$ cat src/rtl/ssd_pkg.sv
// Shared constants and scan-state type for the 7-segment scan controller.
package ssd_pkg;
  localparam logic [6:0] SEG_BLANK = 7'h7F;
  localparam logic [3:0] NIB_BLANK = 4'hF;

  typedef enum logic {
    GAP  = 1'b0,
    SHOW = 1'b1
  } scan_state_t;
endpackage

$ cat src/rtl/ssd_scan_ctrl_if.sv
// Datapath-side load/value bus plus board-side digit drive for ssd_scan_ctrl.
interface ssd_scan_ctrl_if #(
  parameter int NUM_DIGITS = 4
);
  logic                      load;
  logic [4*NUM_DIGITS-1:0]   value;
  logic [NUM_DIGITS-1:0]     dp_in;
  logic                      lz_suppress;
  logic [NUM_DIGITS-1:0]     an;
  logic [6:0]                seg;
  logic                      dp;
  logic                      frame_done;

  modport master (
    output load, value, dp_in, lz_suppress,
    input  an, seg, dp, frame_done
  );

  modport slave (
    input  load, value, dp_in, lz_suppress,
    output an, seg, dp, frame_done
  );
endinterface

$ cat src/rtl/ssd_scan_ctrl_ssdecoder.sv
// BCD nibble to active-low {g..a} segment pattern; non-BCD codes go dark.
module ssdecoder
  import ssd_pkg::*;
(
  input  logic [3:0] nib,
  output logic [6:0] seg
);
  always_comb begin
    seg = SEG_BLANK;
    case (nib)
      4'h0: seg = 7'h40;
      4'h1: seg = 7'h79;
      4'h2: seg = 7'h24;
      4'h3: seg = 7'h30;
      4'h4: seg = 7'h19;
      4'h5: seg = 7'h12;
      4'h6: seg = 7'h02;
      4'h7: seg = 7'h78;
      4'h8: seg = 7'h00;
      4'h9: seg = 7'h10;
      default: seg = SEG_BLANK;
    endcase
  end
endmodule

$ cat src/rtl/ssd_scan_ctrl.sv
// Multiplexed 7-segment scanner: frame-synchronous commit of loaded data,
// per-slot blanking gap, leading-zero suppression, registered pin drive.
module ssd_scan_ctrl
  import ssd_pkg::*;
#(
  parameter int NUM_DIGITS   = 4,
  parameter int REFRESH_DIV  = 100000,
  parameter int BLANK_CYCLES = 1000
) (
  input  logic          clk,
  input  logic          rst_n,
  ssd_scan_ctrl_if.slave bus
);
  localparam int CW = $clog2(REFRESH_DIV);
  localparam int IW = (NUM_DIGITS > 2) ? $clog2(NUM_DIGITS) : 1;
  localparam logic [CW-1:0] CNT_LAST     = CW'(REFRESH_DIV - 1);
  localparam logic [CW-1:0] CNT_GAP_LAST = CW'(BLANK_CYCLES - 1);
  localparam logic [IW-1:0] IDX_LAST     = IW'(NUM_DIGITS - 1);

  scan_state_t               state_reg, state_next;
  logic [CW-1:0]             cnt_reg, cnt_next;
  logic [IW-1:0]             idx_reg, idx_next;
  logic [4*NUM_DIGITS-1:0]   disp_value_reg, disp_value_next;
  logic [NUM_DIGITS-1:0]     disp_dp_reg, disp_dp_next;
  logic [4*NUM_DIGITS-1:0]   shadow_value_reg, shadow_value_next;
  logic [NUM_DIGITS-1:0]     shadow_dp_reg, shadow_dp_next;
  logic                      pending_reg, pending_next;
  logic [NUM_DIGITS-1:0]     an_reg, an_next;
  logic [6:0]                seg_reg, seg_next;
  logic                      dp_reg, dp_next;
  logic                      frame_done_reg, frame_done_next;

  logic [NUM_DIGITS-1:0]     sel_onehot;
  logic [NUM_DIGITS-1:0]     zero_upper;
  logic [NUM_DIGITS-1:0]     blank_mask;
  logic [3:0]                nib_arr [NUM_DIGITS];
  logic [3:0]                nib;
  logic [6:0]                dec_seg;
  logic                      slot_end;

  // zero_upper[i]: every digit from i up to the most significant is zero
  generate
    for (genvar gi = 0; gi < NUM_DIGITS; gi++) begin : g_digit
      assign sel_onehot[gi] = (idx_reg == IW'(gi));
      assign zero_upper[gi] = (disp_value_reg[4*NUM_DIGITS-1:4*gi] == '0);
      if (gi == 0) begin : g_lsd
        assign blank_mask[gi] = 1'b0;
      end else begin : g_upper
        assign blank_mask[gi] = bus.lz_suppress && zero_upper[gi];
      end
      assign nib_arr[gi] = blank_mask[gi] ? NIB_BLANK : disp_value_reg[4*gi +: 4];
    end
  endgenerate

  assign nib = nib_arr[idx_reg];

  ssdecoder u_dec (
    .nib (nib),
    .seg (dec_seg)
  );

  always_comb begin
    state_next        = state_reg;
    cnt_next          = cnt_reg + 1'b1;
    idx_next          = idx_reg;
    disp_value_next   = disp_value_reg;
    disp_dp_next      = disp_dp_reg;
    shadow_value_next = shadow_value_reg;
    shadow_dp_next    = shadow_dp_reg;
    pending_next      = pending_reg;
    an_next           = '1;
    seg_next          = SEG_BLANK;
    dp_next           = 1'b1;
    slot_end          = (cnt_reg == CNT_LAST);
    frame_done_next   = slot_end && (idx_reg == IDX_LAST);

    if (slot_end) begin
      cnt_next   = '0;
      state_next = GAP;
      idx_next   = (idx_reg == IDX_LAST) ? '0 : idx_reg + 1'b1;
    end else if (cnt_reg == CNT_GAP_LAST) begin
      state_next = SHOW;
    end

    if (state_reg == SHOW) begin
      an_next  = ~sel_onehot;
      seg_next = dec_seg;
      dp_next  = ~disp_dp_reg[idx_reg];
    end

    // A load landing on the frame boundary bypasses the shadow entirely
    if (frame_done_next) begin
      if (bus.load) begin
        disp_value_next = bus.value;
        disp_dp_next    = bus.dp_in;
        pending_next    = 1'b0;
      end else if (pending_reg) begin
        disp_value_next = shadow_value_reg;
        disp_dp_next    = shadow_dp_reg;
        pending_next    = 1'b0;
      end
    end else if (bus.load) begin
      shadow_value_next = bus.value;
      shadow_dp_next    = bus.dp_in;
      pending_next      = 1'b1;
    end
  end

  always_ff @(posedge clk) begin
    if (!rst_n) begin
      state_reg        <= GAP;
      cnt_reg          <= '0;
      idx_reg          <= '0;
      disp_value_reg   <= '0;
      disp_dp_reg      <= '0;
      shadow_value_reg <= '0;
      shadow_dp_reg    <= '0;
      pending_reg      <= 1'b0;
      an_reg           <= '1;
      seg_reg          <= SEG_BLANK;
      dp_reg           <= 1'b1;
      frame_done_reg   <= 1'b0;
    end else begin
      state_reg        <= state_next;
      cnt_reg          <= cnt_next;
      idx_reg          <= idx_next;
      disp_value_reg   <= disp_value_next;
      disp_dp_reg      <= disp_dp_next;
      shadow_value_reg <= shadow_value_next;
      shadow_dp_reg    <= shadow_dp_next;
      pending_reg      <= pending_next;
      an_reg           <= an_next;
      seg_reg          <= seg_next;
      dp_reg           <= dp_next;
      frame_done_reg   <= frame_done_next;
    end
  end

  assign bus.an         = an_reg;
  assign bus.seg        = seg_reg;
  assign bus.dp         = dp_reg;
  assign bus.frame_done = frame_done_reg;
endmodule

$ cat src/flat_wrapper.sv
// flat-port wrapper written by rule: the top's interface ports become plain ports
module ssd_scan_ctrl_flat import ssd_pkg::*;
#(
  parameter int NUM_DIGITS   = 4,
  parameter int REFRESH_DIV  = 100000,
  parameter int BLANK_CYCLES = 1000
)
  (clk, rst_n, bus_load, bus_value, bus_dp_in, bus_lz_suppress, bus_an, bus_seg, bus_dp, bus_frame_done);
  ssd_scan_ctrl_if #(.NUM_DIGITS(NUM_DIGITS)) bus_i ();
  input  logic clk;
  input  logic rst_n;
  input wire logic [$bits(bus_i.load)-1:0] bus_load;
  input wire logic [$bits(bus_i.value)-1:0] bus_value;
  input wire logic [$bits(bus_i.dp_in)-1:0] bus_dp_in;
  input wire logic [$bits(bus_i.lz_suppress)-1:0] bus_lz_suppress;
  output wire logic [$bits(bus_i.an)-1:0] bus_an;
  output wire logic [$bits(bus_i.seg)-1:0] bus_seg;
  output wire logic [$bits(bus_i.dp)-1:0] bus_dp;
  output wire logic [$bits(bus_i.frame_done)-1:0] bus_frame_done;
  assign bus_i.load = bus_load;
  assign bus_i.value = bus_value;
  assign bus_i.dp_in = bus_dp_in;
  assign bus_i.lz_suppress = bus_lz_suppress;
  assign bus_an = bus_i.an;
  assign bus_seg = bus_i.seg;
  assign bus_dp = bus_i.dp;
  assign bus_frame_done = bus_i.frame_done;
  ssd_scan_ctrl #(.NUM_DIGITS(NUM_DIGITS), .REFRESH_DIV(REFRESH_DIV), .BLANK_CYCLES(BLANK_CYCLES)) u_core (.clk(clk), .rst_n(rst_n), .bus(bus_i));
endmodule
$ cat config.mk
export PLATFORM = sky130hd
export DESIGN_NAME = ssd_scan_ctrl_flat
export DESIGN_NICKNAME = d
export VERILOG_FILES = /design/src/rtl/ssd_pkg.sv /design/src/rtl/ssd_scan_ctrl_if.sv /design/src/rtl/ssd_scan_ctrl_ssdecoder.sv /design/src/rtl/ssd_scan_ctrl.sv /design/src/flat_wrapper.sv
export SDC_FILE = /design/constraint.sdc
export NUM_CORES = 1
export LEC_CHECK = 0
export BUFFER_PORTS_ARGS = -buffer_cell sky130_fd_sc_hd__clkbuf_2
export CAP_MARGIN = 20
export CORE_MARGIN = 2
export CORE_UTILIZATION = 49
export CTS_CLUSTER_SIZE = 25
export DETAILED_ROUTE_END_ITERATION = 8
export PLACE_DENSITY = 0.68
export SLEW_MARGIN = 15
export SYNTH_ARGS = -nofsm -noshare
export SYNTH_HDL_FRONTEND = slang
export SYNTH_HIERARCHICAL = 1
export SYNTH_SLANG_ARGS = --single-unit
$ cat constraint.sdc
create_clock -name clk -period 4.2 [get_ports clk]
set_clock_uncertainty 0.1 [all_clocks]
set_input_delay 0.42 -clock clk [delete_from_list [all_inputs] [get_ports clk]]
set_output_delay 0.42 -clock clk [all_outputs]
set_load 0.05 [all_outputs]
==> out/metrics.cfg, run 1 <==
[clock_network]
cts_setup_buffers=0
cts_tree=done
h-tree-depth=3
cts_hold_buf=0
clock_latency_ns=0.35
clk_path_buf_depth=2
clkTransAtPathRegs_ns=0.09
ctsResizeCount=0
cts_root_buf=clkbuf_8
cts.sinks=74
cts_buffers=9

[die]
die_h_um=94.28
core_area_um2=7807
initial_utilization_pct=51.15
rows=32
io_pins=37
die_x_um=94.28
dieArea_um2=8889

[global_route]
grt_use_met2_pct=33.27
grt_antenna_before_repair=0
grt_start_max_net_pins=82
met1_usage_pct=27.12
use_met3_pct=4.093
gr-total-overflow=0
grt_pass1_vias=3192
grt_use_total_pct=20.64
top_usage_layer=met2
grt_pass1_wl_mm=14.66

[setup_path]
reg2reg_to=u_core/bus.seg[0]
r2r_cells=10
reg2reg_from=u_core/disp_value_reg[12]
cp_num_buf_inv=1
crit_start=u_core/disp_value_reg[12]
cp_cell_sequence=or4b_2 > nor3_1 > a211oi_1 > o31ai_1 > inv_1 > ha_1 > or2_1 > a21oi_2 > nor2_1 > nand2b_1
end_kind=register
crit_path_max_incr_delay_ns=0.70
arrival_ns=3.42
ff2ff_setup_slack_ns=0.91
start_kind=register
crit_type=register to register
cpLargestDelayFamily=simple AND/OR/NAND/NOR gates
critical-path-slowest-cell=or4b_2
worstPathRequired_ns=4.32
worstPathMaxFanout=6
worstSetupPathDepth=10
cp-endpoint=u_core/bus.seg[0]

[layout]
largest_reg_flops=17
synthToLayoutAreaGrowth_pct=8.929
multi_input_area_um2=2233
diodes=0
fillers=745
drive_gt1_share_pct=18.50
final_nets=510
seqCellArea_um2=1481

[synth]
synth.avg_cell_area_um2=8.498
synth_nets=504
synth_edf_count=0
ys_types=47
synth_common_cells=84 x nand4_1, 74 x dfxtp_1, 35 x nand2_1
synth-async-reset-ratio_pct=0
synthTopCellsByArea=dfxtp_1 37%, nand4_1 13%, mux2_2 5.6%
synth.yosys.seq_area_share_pct=37.09
synth-seq-cells=74
mappedNetlistArea_um2=3994
yosysTopAreaCellShare_pct=37.09
synth.largest_area_cell=dfxtp_1
synth_top_flop_cell=dfxtp_1
syn_inst=470
ys_warn_count=6
synth_most_common_cell=nand4_1

[drt]
vias_per_cell=6.031
drtAntennaViolNets=0
wire_per_inst_um=15.32
finalWirelength_mm=8.931
remaining_drc_errors=0
drt_pass1_iterations=5
vias=3516
drt_iter0_drc=196

[place]
gp_congestion=0.7947
io_buffer_count=36
hpwl_mm=5.598

[timing]
finalSetupViolCount=0
relSlewSlack_pct=39.50
worst_pin_slew_ns=0.9035
finalHoldViolCount=0
period_share_pct=78.41
drv_slew=0
setup_tns_ns=0
fmax_mhz=303.7
fin_crit_ns=3.293
hold_ws_ns=0.2338
rsz0062_at_grt=false

[pwr]
switching_share_pct=21.90
power_frac_clock_pct=45.0
power_switching_mw=0.3355
peakVddDrop_v=0.0001443
pwr-share-seq_pct=48.2
internal_power_mw=1.196
p_per_area_nw_per_um2=352.1
p_leak_nw=1.522
power_mw=1.532
p_comb_share_pct=6.8

[hold_path]
min_from=bus_value[3]
min_path_type=input port to register
whs_path_depth=3

[run_status]
outcome=finished clean

[run]
drv_cap=0

==> layout make-up <==
cell class | instances | area share [%]
clock buffers | 12 | 3.566
clock inverters | 4 | 2.243
multi-input cells | 342 | 51.34
well taps | 102 | 2.934
repair buffers | 43 | 5.349
flip-flops and latches | 74 | 34.05
inverters | 6 | 0.5177
==> tightest hold or removal path, stage by stage <==
cell and delay (ns):
clkbuf_2 0.10, nand4_1 0.07, nand4_1 0.07
==> power groups by stage <==
stage	Clock [mW]	Combinational, mW	Sequential [mW]
global route	0.740	0.115	0.741
floorplan	0	0.0817	0.750
global placement	0	0.100	0.753
CTS	0.710	0.104	0.738
detailed placement	0	0.103	0.755
finish	0.689	0.104	0.738
==> how the worst min path moves through the flow <==
stage                                             to  slack [ns]
after floorplan                u_core/disp_dp_reg[3]        0.33
after global placement         u_core/disp_dp_reg[3]        0.34
after detailed placement       u_core/disp_dp_reg[2]        0.35
after CTS                 u_core/shadow_value_reg[3]        0.21
after global routing      u_core/shadow_value_reg[4]        0.24
final                     u_core/shadow_value_reg[3]        0.23
==> kinds of logic (layout without fill, tap and decap cells) <==
group / count (synthesis) / count (layout) / share of synthesized area [%]
muxes: 21 / 21 / 6.203
and+or+nand+nor: 238 / 238 / 34.96
buffers and inverters: 54 / 65 / 7.049
xor gates and xnor gates: 11 / 11 / 2.412
DFF: 74 / 74 / 37.09
AOI/OAI and AO/OA: 62 / 62 / 9.148
adders and majority gates: 10 / 10 / 3.133
==> layer usage <==
metal | part of all wire, % | routed length (um)
met5 | 0 | 0
met4 | 0.83 | 74
met3 | 4.2 | 374
met2 | 48 | 4247
met1 | 47 | 4234
==> placed cells by master (no fill, tap or decap), drive strengths merged, types with 3 or more instances in the layout <==
cell	netlist	routed
o221ai	4	4
a21oi	9	9
and2	3	3
or3	3	3
nand2b	11	11
nand2	36	36
o21ai	34	34
nand4	84	84
or4	6	6
o31ai	7	7
nor4	4	4
a211oi	4	4
buf	18	8
and3	4	4
inv	6	6
bufinv	0	3
nand3b	24	24
clkbuf	30	47
xnor2	5	5
nor3	5	5
mux2	20	20
ha	10	10
nor2	21	21
nand3	29	29
dfxtp	74	74
xor2	6	6
==> through the flow <==
step                      setup slack (ns)  instance area [um2]  utilization, %  std cells
after detailed placement            0.7697                 4098           52.48        567
after global routing                0.6311                 4350           55.72        583
after global placement              0.8903                 4098           52.48        567
final                               0.9068                 4350           55.72        583
after CTS                           0.9066                 4350           55.72        583
after floorplan                      1.179                 3994               -        470
No activity file was read; power rests on OpenSTA's default activity.
==> inputs of run 2 (changes only) <==
- ABC_AREA: default -> 1
- PLACE_DENSITY: 0.68 -> 0.71
- clock period: 4.2 -> 2.7 ns (I/O delays scaled with it)
==> run 2 against run 1 <==
  * Clock power rose by 36%
  * Maximum frequency increased by 33%
  * Sequential power up 53%
  * Via count fell by 6.9%
  * Count of clock-buffer cells in the layout shrank 3
  * Critical path depth grew 2
  * Non-clock buffer count is 2 lower
  * Core utilization up 1.0 points
  * Area after synthesis fell by 7.4%
  * Total power increased by 44%
  * Die area is 7.1% lower
  * Critical path type unchanged
  * Critical endpoint is now u_core/bus.seg[3]
  * Largest cell class unchanged
  * Highest routed layer unchanged
==> out/metrics.cfg, run 2 <==
[run_status]
outcome=finished clean  ; unchanged

[timing]
drv_slew=0  ; unchanged
finalHoldViolCount=0  ; unchanged
rsz0062_at_grt=false  ; unchanged
worst_pin_slew_ns=0.7419  ; was 0.9035 ns
setup_tns_ns=0  ; unchanged
finalSetupViolCount=0  ; unchanged
period_share_pct=91.61  ; was 78.41%
fin_crit_ns=2.473  ; was 3.293 ns
relSlewSlack_pct=50.49  ; was 39.50%
fmax_mhz=404.3  ; was 303.7 MHz
setup_slack_ns=0.2265  ; was 0.9068 ns

[layout]
multi_input_area_um2=1891  ; was 2233 um2
synthToLayoutAreaGrowth_pct=11.84  ; was 8.929%
fillers=724  ; was 745
diodes=0  ; unchanged
seqCellArea_um2=1481  ; unchanged
final_nets=582  ; was 510
layout_commonest_cell=nand2_1  ; was nand4_1
drive_gt1_share_pct=13.74  ; was 18.50%
largest_reg_flops=17  ; unchanged
layout_common_cells=95 x nand2_1, 93 x nor2_1, 74 x dfxtp_1, 51 x inv_1, 38 x nand3_1  ; was 84 x nand4_1, 74 x dfxtp_1, 35 x clkbuf_2, 35 x nand2_1, 33 x o21ai_0

[pwr]
power_frac_clock_pct=42.4  ; was 45.0%
power_switching_mw=0.5114  ; was 0.3355 mW
p_per_area_nw_per_um2=532.6  ; was 352.1 nW/um2
pwr-share-seq_pct=51.2  ; was 48.2%
internal_power_mw=1.692  ; was 1.196 mW
switching_share_pct=23.21  ; was 21.90%
p_leak_nw=1.907  ; was 1.522 nW
peakVddDrop_v=0.0003007  ; was 0.0001443 V
p_comb_share_pct=6.4  ; was 6.8%

[synth]
synth_most_common_cell=nand2_1  ; was nand4_1
synth-async-reset-ratio_pct=0  ; unchanged
synth.yosys.seq_area_share_pct=40.04  ; was 37.09%
synth_nets=557  ; was 504
synthTopCellsByArea=dfxtp_1 40%, nand2_1 9.6%, nor2_1 9.5%  ; was dfxtp_1 37%, nand4_1 13%, mux2_2 5.6%
ys_warn_count=6  ; unchanged
synth.largest_area_cell=dfxtp_1  ; unchanged
synth_edf_count=0  ; unchanged
mappedNetlistArea_um2=3700  ; was 3994 um2
synth_common_cells=95 x nand2_1, 94 x nor2_1, 74 x dfxtp_1  ; was 84 x nand4_1, 74 x dfxtp_1, 35 x nand2_1
ys_types=30  ; was 47
synth-seq-cells=74  ; unchanged
synth_top_flop_cell=dfxtp_1  ; unchanged
yosysTopAreaCellShare_pct=40.04  ; was 37.09%
synth.avg_cell_area_um2=7.074  ; was 8.498 um2
syn_inst=523  ; was 470

[setup_path]
reg2reg_from=u_core/disp_value_reg[13]  ; was u_core/disp_value_reg[12]
start_kind=register  ; unchanged
reg2reg_to=u_core/bus.seg[3]  ; was u_core/bus.seg[0]
crit_type=register to register  ; unchanged
worstPathRequired_ns=2.83  ; was 4.32 ns
ff2ff_setup_slack_ns=0.23  ; was 0.91 ns
worstPathMaxFanout=5  ; was 6
arrival_ns=2.60  ; was 3.42 ns
r2r_cells=12  ; was 10
end_kind=register  ; unchanged

[drt]
m1WireLength_mm=3.665  ; was 4.234 mm
drt_iter0_drc=163  ; was 196
remaining_drc_errors=0  ; unchanged
vias=3274  ; was 3,516
wire_per_inst_um=11.23  ; was 15.32 um
drt_pass1_iterations=4  ; was 5
highest_layer=met4  ; unchanged
wl_met2_mm=3.199  ; was 4.247 mm
finalWirelength_mm=7.320  ; was 8.931 mm
drtAntennaViolNets=0  ; unchanged
vias_per_cell=5.021  ; was 6.031
dr_wl_met3_um=299  ; was 374 um

[clock_network]
cts_hold_buf=0  ; unchanged
cts_root_buf=clkbuf_8  ; unchanged
clkTransAtPathRegs_ns=0.08  ; was 0.09 ns
cts.sinks=74  ; unchanged
clk_path_buf_depth=2  ; unchanged
cts_buffers=9  ; unchanged
h-tree-depth=3  ; unchanged
cts_tree=done  ; unchanged
clock_latency_ns=0.35  ; about the same

[place]
gp_congestion=0.9018  ; was 0.7947
io_buffer_count=36  ; unchanged
hpwl_mm=5.112  ; was 5.598 mm
pre_cts_slack_ns=0.1914  ; was 0.7697 ns

[global_route]
grt_antenna_before_repair=0  ; unchanged
grt_use_total_pct=19.33  ; was 20.64%
grt_start_max_net_pins=61  ; was 82
gr-total-overflow=0  ; unchanged
grt_pass1_vias=3066  ; was 3,192
grt_pass1_wl_mm=13.21  ; was 14.66 mm

[die]
die_x_um=90.90  ; was 94.28 um
rows=31  ; was 32
initial_utilization_pct=50.74  ; was 51.15%
die_h_um=90.90  ; was 94.28 um
io_pins=37  ; unchanged
core_area_um2=7292  ; was 7807 um2
dieArea_um2=8262  ; was 8889 um2

[hold_path]
whs_path_depth=3  ; unchanged
min_path_type=input port to register  ; unchanged
hold_path_end=u_core/pending_reg  ; was u_core/shadow_value_reg[3]
min_from=bus_load  ; was bus_value[3]

[run]
drv_cap=0  ; unchanged

run 2: cell type report:
class	instances	area share [%]
inverters	55	4.989
flip-flops and latches	74	35.80
clock buffers	9	2.994
multi-input cells	367	45.69
well taps	99	2.994
repair buffers	41	5.262
clock inverters	7	2.268
run 2: cells by family after synthesis:
family,after synthesis,synth area share [%]
AND/OR/NAND/NOR,278,33.01
buffers and inverters,82,8.928
flip-flops,74,40.04
AO/OA/AOI/OAI,54,8.049
multiplexers,20,5.411
adder cells (fa/ha/maj),10,3.382
XOR/XNOR,5,1.184
run 2: power groups by stage:
stage / sequential, mW / combinational, mW / clock [mW]
finish: 1.13 / 0.142 / 0.934
global route: 1.13 / 0.166 / 0.999
floorplan: 1.15 / 0.107 / 0
detailed placement: 1.15 / 0.143 / 0
CTS: 1.13 / 0.142 / 0.960
global placement: 1.15 / 0.138 / 0
run 2: repair_timing:
action                     in CTS  in global routing
buffers inserted                0                  0
setup endpoints to repair       0                  3
gates resized for setup         0                  1
run 2: how the worst max path moves through the flow:
stage | start | endpoint | slack (ns) | cells past startpoint
global route | u_core/disp_value_reg[13] | u_core/bus.seg[3] | 0.02 | 12
detailed placement | u_core/disp_value_reg[13] | u_core/bus.seg[3] | 0.19 | 12
floorplan | u_core/disp_value_reg[13] | u_core/bus.seg[3] | 0.44 | 12
global placement | u_core/disp_value_reg[13] | u_core/bus.seg[3] | 0.31 | 12
finish | u_core/disp_value_reg[13] | u_core/bus.seg[3] | 0.23 | 12
CTS | u_core/disp_value_reg[13] | u_core/bus.seg[3] | 0.16 | 12
run 2: stage by stage:
step	instance area [um2]	std cells	utilization (%)	hold slack, ns	power (mW)
floorplan	3700	523	-	0.3175	1.258
global placement	3918	636	53.72	0.3308	1.291
detailed placement	3918	636	53.72	0.3405	1.296
CTS	4135	652	56.71	0.1072	2.231
global route	4138	652	56.74	0.1412	2.296
finish	4138	652	56.74	0.1165	2.204
run 2: per-layer routing:
metal / GRT usage (%) / vias up
li1: - / 1743
met1: 25.49 / 1447
met2: 30.53 / 71
met3: 3.172 / 13
met4: 9.848 / 0
met5: 0 / -
run 2: worst max-delay path, cell delays in order (launching register included):
cell     delay [ns]
dfxtp_1        0.33
nor2_1         0.11
nand4_1        0.20
nor2_2         0.24
nand2_1        0.14
a21o_1         0.18
nand2_1        0.16
inv_1          0.11
ha_1           0.29
nand2_1        0.07
nand3_1        0.10
nand2_1        0.04
or2_2          0.28
==> inputs of run 3 (changes only) <==
- PLACE_DENSITY: 0.71 -> default
- PLACE_DENSITY_LB_ADDON: default -> 0.05
- SETUP_SLACK_MARGIN: default -> 0.2
==> run 3 against run 2 <==
  * Core utilization fell by 0.57 points
  * Hold slack got worse by 0.0028 ns
  * Largest cell class unchanged
  * Largest power group unchanged
  * Count of clock-buffer cells in the layout rose by 2
  * First-iteration DRC count down 28%
  * Global-route usage is 0.49 points lower
  * Via count is 0.89% lower
  * Critical endpoint unchanged
  * Total power shrank 9.3%
  * Register-to-register slack improved by 0.19 ns
  * Combinational power barely moved
  * Die area did not move
  * Clock power fell by 22%
  * Sequential power hardly changed
==> out/metrics.cfg, run 3 (synthesized netlist as in run 2, its figures left out) <==
[global_route]
grt_use_total_pct=18.84  ; was 19.33%
grt_pass1_vias=2777  ; was 3,066
gr-total-overflow=0  ; unchanged
grt_start_max_net_pins=61  ; unchanged
grt_antenna_before_repair=0  ; unchanged
grt_pass1_wl_mm=12.92  ; was 13.21 mm

[timing]
finalSetupViolCount=0  ; unchanged
setup_tns_ns=0  ; unchanged
relSlewSlack_pct=49.06  ; was 50.49%
worst_pin_slew_ns=0.7633  ; was 0.7419 ns
fin_crit_ns=2.286  ; was 2.473 ns
finalHoldViolCount=0  ; unchanged
hold_ws_ns=0.1137  ; was 0.1165 ns
period_share_pct=84.67  ; was 91.61%
fmax_mhz=437.5  ; was 404.3 MHz
rsz0062_at_grt=false  ; unchanged
drv_slew=0  ; unchanged

[clock_network]
clk_path_buf_depth=2  ; unchanged
cts.sinks=74  ; unchanged
clock_latency_ns=0.34  ; was 0.35 ns
clkTransAtPathRegs_ns=0.08  ; about the same
cts_buffers=9  ; unchanged
cts_root_buf=clkbuf_8  ; unchanged
cts_tree=done  ; unchanged
h-tree-depth=3  ; unchanged

[drt]
remaining_drc_errors=0  ; unchanged
finalWirelength_mm=7.672  ; was 7.320 mm
wire_per_inst_um=11.73  ; was 11.23 um
drtAntennaViolNets=0  ; unchanged
drt_pass1_iterations=5  ; was 4
drt_iter0_drc=118  ; was 163
vias_per_cell=4.962  ; was 5.021
vias=3245  ; was 3,274

[layout]
finish.utilization_pct=56.18  ; was 56.74%
layout_commonest_cell=nand2_1  ; unchanged
fin_cells=654  ; was 652
largest_reg_flops=17  ; unchanged
diodes=0  ; unchanged
synthToLayoutAreaGrowth_pct=10.72  ; was 11.84%
layout_common_cells=95 x nand2_1, 94 x nor2_1, 73 x dfxtp_1, 51 x inv_1, 38 x nand3_1  ; was 95 x nand2_1, 93 x nor2_1, 74 x dfxtp_1, 51 x inv_1, 38 x nand3_1
final_nets=584  ; was 582
drive_gt1_share_pct=13.69  ; was 13.74%

[die]
core_area_um2=7292  ; unchanged
io_pins=37  ; unchanged
die_h_um=90.90  ; unchanged
dieArea_um2=8262  ; unchanged
die_x_um=90.90  ; unchanged
initial_utilization_pct=50.74  ; unchanged
rows=31  ; unchanged

[pwr]
power_mw=2.000  ; was 2.204 mW
power_switching_mw=0.4925  ; was 0.5114 mW
power_frac_clock_pct=36.4  ; was 42.4%
p_comb_share_pct=7.2  ; was 6.4%
switching_share_pct=24.63  ; was 23.21%
pwr-share-seq_pct=56.4  ; was 51.2%
peakVddDrop_v=0.0002498  ; was 0.0003007 V
p_per_area_nw_per_um2=488.2  ; was 532.6 nW/um2
p_leak_nw=1.894  ; was 1.907 nW
internal_power_mw=1.507  ; was 1.692 mW

[setup_path]
end_kind=register  ; unchanged
arrival_ns=2.41  ; was 2.60 ns
reg2reg_to=u_core/bus.seg[3]  ; unchanged
reg2reg_from=u_core/disp_value_reg[13]  ; unchanged
r2r_cells=12  ; unchanged
start_kind=register  ; unchanged
worstPathRequired_ns=2.82  ; was 2.83 ns
ff2ff_setup_slack_ns=0.41  ; was 0.23 ns
crit_type=register to register  ; unchanged
worstPathMaxFanout=5  ; unchanged

[hold_path]
whs_path_depth=3  ; unchanged
min_from=bus_load  ; unchanged
min_path_type=input port to register  ; unchanged
hold_path_end=u_core/pending_reg  ; unchanged

[place]
dp_cells=637  ; was 636
hpwl_mm=5.406  ; was 5.112 mm
io_buffer_count=36  ; unchanged
gp_congestion=0.8300  ; was 0.9018

[run_status]
outcome=finished clean  ; unchanged

[run]
drv_cap=0  ; unchanged

-- run 3: changes by cell type in the layout (fill, tap and decap cells not counted) --
cell	before	now
clkbuf_1	0	2
dfxtp_2	0	1
buf_4	5	7
clkinvlp_4	2	1
dfxtp_1	74	73
nor2_2	3	2
clkinv_2	2	3
nor2_1	93	94
bufinv_16	2	0
-- run 3: timing repair --
item,4_1_cts,5_1_grt
hold buffers,0,0
buffers inserted,0,1
resized for setup,0,1
endpoints found under the setup margin,0,5
-- run 3: through the flow --
stage | cell area, um2 | worst slack [ns]
CTS | 4088 | 0.3520
global placement | 3925 | 0.4324
finish | 4096 | 0.4140
global route | 4096 | 0.2205
floorplan | 3700 | 0.4374
detailed placement | 3925 | 0.3747
-- run 3: cell type report --
| cell class | count | area, um2 |
|---|---|---|
| Clock buffer | 11 | 131.4 |
| Clock inverter | 5 | 31.28 |
| Fill cell | 750 | 3196 |
| Inverter | 55 | 206.4 |
| Multi-Input combinational cell | 367 | 1888 |
| Sequential cell | 74 | 1483 |
| Tap cell | 99 | 123.9 |
| Timing Repair Buffer | 43 | 232.7 |
-- run 3: routing by layer --
metal | up-vias | track usage, % | share of wire (%)
met3 | 2 | 3.339 | 4.0
met5 | - | 0 | 0
met1 | 1426 | 26.24 | 51
li1 | 1751 | - | -
met4 | 0 | 6.061 | 0.35
met2 | 66 | 29.66 | 45
-- run 3: power groups by stage --
stage	sequential [mW]	combinational [mW]	clock (mW)
final	1.13	0.144	0.727
after detailed placement	1.15	0.144	0
after CTS	1.13	0.144	0.755
after global placement	1.15	0.140	0
after global routing	1.13	0.167	0.803
after floorplan	1.15	0.107	0
-- run 3: worst max-delay path by stage --
stage,slack [ns],endpoint,from
2_1_floorplan,0.44,u_core/bus.seg[3],u_core/disp_value_reg[13]
3_3_place_gp,0.43,u_core/bus.seg[3],u_core/disp_value_reg[13]
3_5_place_dp,0.37,u_core/bus.seg[3],u_core/disp_value_reg[13]
4_1_cts,0.35,u_core/bus.seg[3],u_core/disp_value_reg[13]
5_1_grt,0.22,u_core/bus.seg[3],u_core/disp_value_reg[13]
6_report,0.41,u_core/bus.seg[3],u_core/disp_value_reg[13]
-- run 3: worst max-delay path, cell delays in order, from the launching register on --
cell and delay, ns:
dfxtp_1 0.33, nor2_1 0.11, nand4_1 0.13, nor2_1 0.15
nand2_1 0.12, a21o_1 0.18, nand2_1 0.17, inv_1 0.11
ha_1 0.28, nand2_1 0.07, nand3_1 0.09, nand2_1 0.05
or2_2 0.28
